[src/rtl/dmem_sized.sv]
// Data memory with a valid/ready request port, a fixed number of wait states,
// and byte/half/word accesses with lane steering and sign/zero extension.
module dmem_sized #(
  parameter int unsigned DEPTH_WORDS = 64,
  parameter logic [31:0] BASE_ADDR   = 32'h0000_0000,
  parameter int unsigned LATENCY     = 1
) (
  input  logic        clk,
  input  logic        rst,
  input  logic        req_valid,
  output logic        req_ready,
  input  logic        req_we,
  input  logic [31:0] req_addr,
  input  logic [1:0]  req_size,
  input  logic        req_unsigned,
  input  logic [31:0] req_wdata,
  output logic        rsp_valid,
  output logic [31:0] rsp_rdata,
  output logic        rsp_err
);

  localparam int unsigned AW      = (DEPTH_WORDS > 1) ? $clog2(DEPTH_WORDS) : 1;
  localparam logic [31:0] L_BYTES = 32'(DEPTH_WORDS * 4);

  typedef enum logic [1:0] {IDLE, WAIT, RESP} state_t;

  state_t      r_state, w_state_next;
  logic [2:0]  r_cnt, w_cnt_next;
  logic        w_go_resp;

  logic        r_we, r_uns;
  logic [31:0] r_addr, r_wdata;
  logic [1:0]  r_size;

  logic [31:0] r_mem [DEPTH_WORDS];
  logic [31:0] r_rd_word;

  logic        r_rsp_valid, r_rsp_err, r_rsp_ld, r_rsp_uns;
  logic [1:0]  r_rsp_lane, r_rsp_size;

  logic        w_a_we, w_a_uns;
  logic [31:0] w_a_addr, w_a_wdata;
  logic [1:0]  w_a_size;
  logic [31:0] w_off;
  logic [1:0]  w_lane;
  logic [AW-1:0] w_idx;
  logic        w_err;
  logic [3:0]  w_be;
  logic [31:0] w_wword;

  // With zero wait states the access commits on the accept edge itself,
  // so the live request inputs are used instead of the latched copy.
  assign w_a_we    = (r_state == IDLE) ? req_we       : r_we;
  assign w_a_uns   = (r_state == IDLE) ? req_unsigned : r_uns;
  assign w_a_addr  = (r_state == IDLE) ? req_addr     : r_addr;
  assign w_a_wdata = (r_state == IDLE) ? req_wdata    : r_wdata;
  assign w_a_size  = (r_state == IDLE) ? req_size     : r_size;

  assign w_off  = w_a_addr - BASE_ADDR;
  assign w_lane = w_off[1:0];
  assign w_idx  = w_off[AW+1:2];

  always_comb begin
    w_err = 1'b0;
    case (w_a_size)
      2'b00:   w_err = 1'b0;
      2'b01:   w_err = w_lane[0];
      2'b10:   w_err = (w_lane != 2'b00);
      default: w_err = 1'b1;
    endcase
    if (w_off >= L_BYTES) w_err = 1'b1;
  end

  for (genvar gi = 0; gi < 4; gi++) begin : g_lane
    assign w_be[gi] = (w_a_size == 2'b00) ? (w_lane == 2'(gi)) :
                      (w_a_size == 2'b01) ? (w_lane[1] == 1'(gi / 2)) : 1'b1;
    assign w_wword[gi*8 +: 8] = (w_a_size == 2'b00) ? w_a_wdata[7:0] :
                                (w_a_size == 2'b01) ? w_a_wdata[(gi % 2)*8 +: 8] :
                                                      w_a_wdata[gi*8 +: 8];
  end

  always_comb begin
    w_state_next = r_state;
    w_cnt_next   = r_cnt;
    w_go_resp    = 1'b0;
    case (r_state)
      IDLE: begin
        if (req_valid) begin
          if (LATENCY == 0) begin
            w_state_next = RESP;
            w_go_resp    = 1'b1;
          end else begin
            w_state_next = WAIT;
            w_cnt_next   = 3'(LATENCY - 1);
          end
        end
      end
      WAIT: begin
        if (r_cnt == 3'd0) begin
          w_state_next = RESP;
          w_go_resp    = 1'b1;
        end else begin
          w_cnt_next = r_cnt - 3'd1;
        end
      end
      RESP:    w_state_next = IDLE;
      default: w_state_next = IDLE;
    endcase
  end

  always_ff @(posedge clk) begin
    if (rst) begin
      r_state <= IDLE;
      r_cnt   <= 3'd0;
    end else begin
      r_state <= w_state_next;
      r_cnt   <= w_cnt_next;
    end
  end

  always_ff @(posedge clk) begin
    if (!rst && r_state == IDLE && req_valid) begin
      r_we    <= req_we;
      r_uns   <= req_unsigned;
      r_addr  <= req_addr;
      r_wdata <= req_wdata;
      r_size  <= req_size;
    end
  end

  // Storage has no reset; byte enables map onto RAM write lanes.
  always_ff @(posedge clk) begin
    if (!rst && w_go_resp) begin
      if (w_a_we && !w_err) begin
        for (int b = 0; b < 4; b++) begin
          if (w_be[b]) r_mem[w_idx][b*8 +: 8] <= w_wword[b*8 +: 8];
        end
      end
      r_rd_word <= r_mem[w_idx];
    end
  end

  always_ff @(posedge clk) begin
    if (rst) begin
      r_rsp_valid <= 1'b0;
      r_rsp_err   <= 1'b0;
      r_rsp_ld    <= 1'b0;
      r_rsp_uns   <= 1'b0;
      r_rsp_lane  <= 2'b00;
      r_rsp_size  <= 2'b00;
    end else begin
      r_rsp_valid <= w_go_resp;
      if (w_go_resp) begin
        r_rsp_err  <= w_err;
        r_rsp_ld   <= !w_a_we && !w_err;
        r_rsp_uns  <= w_a_uns;
        r_rsp_lane <= w_lane;
        r_rsp_size <= w_a_size;
      end
    end
  end

  logic [7:0]  w_rd_byte;
  logic [15:0] w_rd_half;
  logic [31:0] w_rd_ext;

  assign w_rd_byte = r_rd_word[8*r_rsp_lane +: 8];
  assign w_rd_half = r_rsp_lane[1] ? r_rd_word[31:16] : r_rd_word[15:0];

  always_comb begin
    w_rd_ext = r_rd_word;
    case (r_rsp_size)
      2'b00:   w_rd_ext = {{24{w_rd_byte[7] & ~r_rsp_uns}}, w_rd_byte};
      2'b01:   w_rd_ext = {{16{w_rd_half[15] & ~r_rsp_uns}}, w_rd_half};
      default: w_rd_ext = r_rd_word;
    endcase
  end

  assign req_ready = (r_state == IDLE);
  assign rsp_valid = r_rsp_valid;
  assign rsp_err   = r_rsp_err;
  assign rsp_rdata = r_rsp_ld ? w_rd_ext : 32'h0;

endmodule
[config.mk]
export PLATFORM = sky130hd
export DESIGN_NAME = dmem_sized
export DESIGN_NICKNAME = d
export VERILOG_FILES = /design/src/rtl/dmem_sized.sv
export SDC_FILE = /design/constraint.sdc
export NUM_CORES = 2
export LEC_CHECK = 0
export CAP_MARGIN = 20
export CORE_AREA = 2 2 598 600
export DETAILED_ROUTE_END_ITERATION = 10
export DIE_AREA = 0 0 600 602
export MAX_ROUTING_LAYER = met4
export PLACE_DENSITY = 0.4
export RECOVER_POWER = 50
export SLEW_MARGIN = 20
export SYNTH_ARGS = -nofsm -noshare
export SYNTH_HDL_FRONTEND = slang
export SYNTH_SLANG_ARGS = --single-unit
[constraint.sdc]
create_clock -name clk -period 8.95 [get_ports clk]
set_input_delay 1.79 -clock clk [delete_from_list [all_inputs] [get_ports clk]]
set_output_delay 1.79 -clock clk [all_outputs]
set_load 0.02 [all_outputs]
* After elaboration in Yosys (flattened, before gate mapping) *
Memories as Yosys holds them, arrays and structs flattened. A register that Yosys moved wholly into a read port is not among the register bits.
Cells that the tools add are included.

operators by class
  equality and inequality tests = 10
  magnitude comparators = 1
  mux-type cells = 45
  $add $sub $neg = 1
  bitwise gates (word level) = 4
  shifts and indexed selects = 1
  reduce and logical (&&, ||, !) cells = 17

operator list
  kind                 count
  $mux 32              3
  $pmux 32 s2          1
  $mux 8               5
  $ge 32x9->1 const B  1
  $shiftx 32x6->8      1
  $mux 1               27
  $mux 16              1
  $eq 2x1->1 const B   4
  $logic_not 2->1      4
  $eq 2x2->1 const B   3
  $mux 2               3
  $mux 3               2
  $ne 2x2->1 const B   3
  $pmux 3 s2           1
  $logic_and 1x1->1    5
  $pmux 2 s2           1
  $reduce_bool 2->1    2
  $logic_not 1->1      3
  $logic_not 3->1      1
  $pmux 1 s3           1
  $reduce_and 3->1     1
  $sub 3x1->3 const B  1
  $and 1x1->1          2
  $not 1->1            2
  $reduce_and 2->1     1

word-level totals
  bits of input ports = 71
  register bits after elaboration = 81
  memories = 1
  memory bits (writable) = 2,048

memory list
  memory  depth  bits a word  read ports  clocked after memory_dff  wr ports  RTL line  source
  r_mem   64     32           1           1                         1         35        logic [31:0] r_mem [DEPTH_WORDS];

* Depth between registers and ports, before layout *
  depth after elaboration = 10
  depth in mapped cells = 13

* Worst setup path before layout *
OpenSTA, ideal clock, no wires.

  path type = input -> register
  start = in req_wdata[3]
  end = mem r_mem[0][27], data pin
  stages = 6
  path buffers = 0
  slack = 1.697 ns
  data arrival time = 6.665 ns
  cells stage by stage = nand2_1 > nand2_1 > nor2_1 > a31oi_1 > nor2_1 > a31oi_1

on the way
  word-level cells in the longest chain between the ends = 2

RTL lines
  element           RTL line  source
  from (decl)       16        input logic [31:0] req_wdata,
  $mux 32           56        assign w_a_wdata = (r_state == IDLE) ? req_wdata : r_wdata;
  via w_a_wdata[3]  42        logic [31:0] w_a_addr, w_a_wdata;
  $mux 8            77        assign w_wword[gi*8 +: 8] = (w_a_size == 2'b00) ? w_a_wdata[7:0] :
  via w_wword[27]   49        logic [31:0] w_wword;
  to (decl)         35

The timed path passes the listed nets, and every way through them passes these cells.

* Final worst setup path *
  start = reg r_state[1]
  end = mem r_mem[35][20], enable pin

on the way
  word-level cells in the longest chain between the ends = 10
  elaborated cells on any way between the ends = 23
  classes of those cells = 1 x order compare; 4 x eq/ne; 12 x mux; 6 x reduce/logical

RTL lines
  element                                                               RTL line  source
  from (decl)                                                           27        state_t r_state, w_state_next;
  from (signal assigned)                                                116       r_state <= w_state_next;
  parallel branches: the longest is 10 deep, another holds $ge 32x9->1  n/a

Several ways; the timed one is not identified.

==> summary.txt <==
STA
  • Slew margin rel.: -2.01
  • Max frequency: 133 MHz
  • RSZ-0062 raised after global routing: false
  • Final critical-path share of the clock period: 0.837
  • Count of final setup violators: 0
  • Final Hold Fails: 0
  • Slew Limit Fails: 1861
  • Layout Skew: 0.0611 ns
  • Crit path time final: 7.49 ns
  • TNS Setup: 0 ns
  • Slew @ Worst Pin: 4.52 ns
  • Setup ws final: 1.46 ns

Synth
  • Dominant synthesized flop cell: edfxtp_1
  • Mean post-synth cell area: 15.0 sq um
  • Synth top area share: 0.729
  • Syn_nets: 5965
  • Post-synth EDFFs: 2148
  • Cell area after synthesis: 0.0885 sq mm
  • FFs w/ async S/R, synth: 0
  • Post-synth cell types: 83
  • Synth top area cells: edfxtp_1, a22oi_1, mux2i_1
  • Mapped Cells: 5892
  • Post-synth top area cell: edfxtp_1
  • Number of synthesized register bits: 2161
  • Ys Warns: 0
  • Seq/Total Area, Yosys: 0.732

Drt
  • Final WL: 368000 um
  • Drt initial violations: 8053
  • DRC violations left: 0
  • Drt first pass iters: 6
  • Post-route antenna net violation count: 0
  • Total number of vias: 58900
  • Via density: 5.37
  • Wirelength per Cell: 33.6 um

Critical path
  • WS Path Type: reg2reg
  • Crit path capture type: register
  • R2r endpoint: r_mem[35][20]
  • WP data required: 9.46 ns
  • Crit-path max FO: 38
  • R2R Setup Slk: 1.46 ns
  • CP Data Arrival Time: 8.01 ns
  • Worst r2r path cells: 10
  • RR Startpoint: r_state[1]
  • Critical Path Start Type: register

Global route
  • GRT Overall Usage: 0.203
  • First-pass GRT wire length: 499000 um
  • Largest net degree at the start of global routing: 101
  • Met3 Use GR: 0.0323
  • Grt peak-use layer: met2
  • Vias in the first global route: 57300
  • Initial antenna violation count: 32
  • GR Util met1: 0.275
  • Grt met2 use: 0.314
  • GRT overflow: 0

Final layout
  • Total Nets Final: 6061
  • Layout fillers: 35400
  • Fraction of layout cells with a size suffix above 1: 0.137
  • Layout area overhead: 16.8%
  • Multi-input logic area: 0.0221 sq mm
  • Sequential Area: 0.0648 sq mm

Placed design
  • Pre-CTS setup slack: 2.42 ns
  • Buffers on Ports: 105
  • Placed wire-length estimate: 218000 um
  • RePlAce Congestion: 0.837

CTS
  • Total clock buffers created by CTS: 242
  • Htree depth: 4
  • Clock sinks: 2161
  • Post-CTS Hold Buffers: 0
  • CTS resizes: 0
  • Worst-path clk slew: 0.06 ns
  • Worst-case clock buffer depth: 4
  • Clock root buffer: clkbuf_16
  • Skew-Pair Late Insertion Delay: 0.92 ns
  • CTS tree: built
  • Post-CTS Repair Setup Buffers: 0

Status
  • Run status: finished with violations
  • Violated checks: capacitance limit, slew limit

Die
  • Die Y: 602 um
  • Starting Density: 0.249
  • Core area: 0.355 sq mm
  • IO Pins: 106
  • Die X: 600 um
  • Die footprint: 0.361 sq mm
  • Rows: 219

Worst hold path
  • Min-Delay Path Class: reg2reg
  • Worst Hold Depth: 2
  • Hold Path Origin: r_cnt[1]
  • Hold Crit Endpoint: r_cnt[1]

Power and ir drop
  • Max IR drop VDD: 0.168 mV
  • Cell Pwr Density: 229 mW/mm^2
  • Pleak: 0.0311 uW

Flow run
  • MaxCap Viol Count: 39
==> cell families (layout without fill, tap and decap cells) <==
family	Yosys count	count (layout)	share of synthesized area
multiplexers	229	229	0.0261
adder cells (fa/ha/maj)	2	2	0.000283
buffers and inverters	485	775	0.0256
AND/OR/NAND/NOR	1331	1331	0.0836
flip-flops	2161	2161	0.732
XOR/XNOR	2	2	0.000198
AO/OA/AOI/OAI	1682	1682	0.132
other	0	19	0
==> power breakdown <==
group | switching (uW) | internal (uW)
Combinational | 1750 | 451
Clock | 4190 | 5710
Sequential | 42.5 | 11500
==> synthesized netlist by cell type, types with 15 or more instances <==
cell and n:
a211oi_1 19, a21oi_1 212, a221oi_1 75, a222oi_1 53, a22o_1 149, a22oi_1 527
a31oi_1 84, and3_1 65, and4_1 22, buf_1 51, buf_2 186, buf_4 24
buf_6 16, clkbuf_1 178, edfxtp_1 2148, inv_1 28, mux2_2 15, mux2i_1 213
nand2_1 498, nand3_1 119, nand4_1 139, nor2_1 156, nor3_1 48, nor3_2 208
nor4_1 18, o21a_1 20, o21ai_0 341, o22ai_1 58, o31ai_1 19
==> registers in the layout (all words and copies together) (netlist names), 2 cells and up <==
register,count
r_mem,2048
r_addr,32
r_rd_word,32
r_wdata,32
r_cnt,3
r_rsp_lane,2
r_rsp_size,2
r_size,2
r_state,2
==> critical path: stages, from the launching register on <==
cell      delay, ns
dfxtp_1        0.65
or2_2          0.50
inv_4          0.41
buf_4          0.58
mux2i_2        0.28
clkbuf_1       0.83
o311ai_0       0.50
nor4_4         0.97
o21ai_4        0.26
clkbuf_1       0.86
nor3_2         1.17
==> how the worst max path moves through the flow <==
| stage | slack [ns] | startpoint | endpoint | cells after the start |
|---|---|---|---|---|
| 2_1_floorplan | 1.70 | req_wdata[3] | r_mem[0][27] | 6 |
| 6_report | 1.46 | r_state[1] | r_mem[35][20] | 10 |
| 3_5_place_dp | 2.42 | req_addr[23] | r_mem[2][15] | 10 |
| 5_1_grt | 1.34 | r_state[1] | r_mem[35][20] | 10 |
| 3_3_place_gp | 2.17 | req_addr[23] | r_mem[1][17] | 9 |
| 4_1_cts | 2.76 | r_state[1] | r_mem[2][5] | 10 |
==> placed cells by master (no fill, tap or decap), types with 22 or more instances in the layout <==
master and instances:
dlygate4sd3_1 75, clkinv_2 48, nand2_1 497, and4_1 22, nor2_1 130, o22ai_1 54
clkbuf_16 247, a31oi_1 75, nor3_1 38, clkbuf_1 77, bufinv_16 24, nand4_1 139
a22oi_1 527, a221oi_1 75, clkdlybuf4s50_1 28, nor3_2 218, mux2i_1 208, and3_1 64
buf_4 133, nand3_1 115, a22o_1 148, a21oi_1 210, clkinv_1 57, edfxtp_1 2148
nor2_4 27, a222oi_1 53, o21ai_0 341
==> layout make-up <==
cell class / count / share of cell area
sequential: 2161 / 0.627
multi-input combinational: 3246 / 0.214
clock buffer: 296 / 0.0618
tap: 4751 / 0.0575
timing repair buffer: 307 / 0.0259
clock inverter: 142 / 0.0124
inverter: 30 / 0.00119
antenna: 19 / 0.000460
==> routing by layer <==
layer	wire, um	up-vias
met5	0	-
met4	10800	0
met3	30000	564
met2	170000	3127
met1	157000	31100
li1	-	24100
==> per-stage QoR <==
step	power (uW)	area, sq um	instances	util	hold slack [ns]
finish	23700	103000	11000	0.291	0.452
global placement	14000	95900	10500	0.270	0.441
floorplan	12700	88500	5892	-	0.432
global route	24300	103000	10900	0.291	0.502
CTS	23800	104000	10900	0.292	0.453
detailed placement	14000	95900	10500	0.270	0.444
No activity file was read; power rests on OpenSTA's default activity.
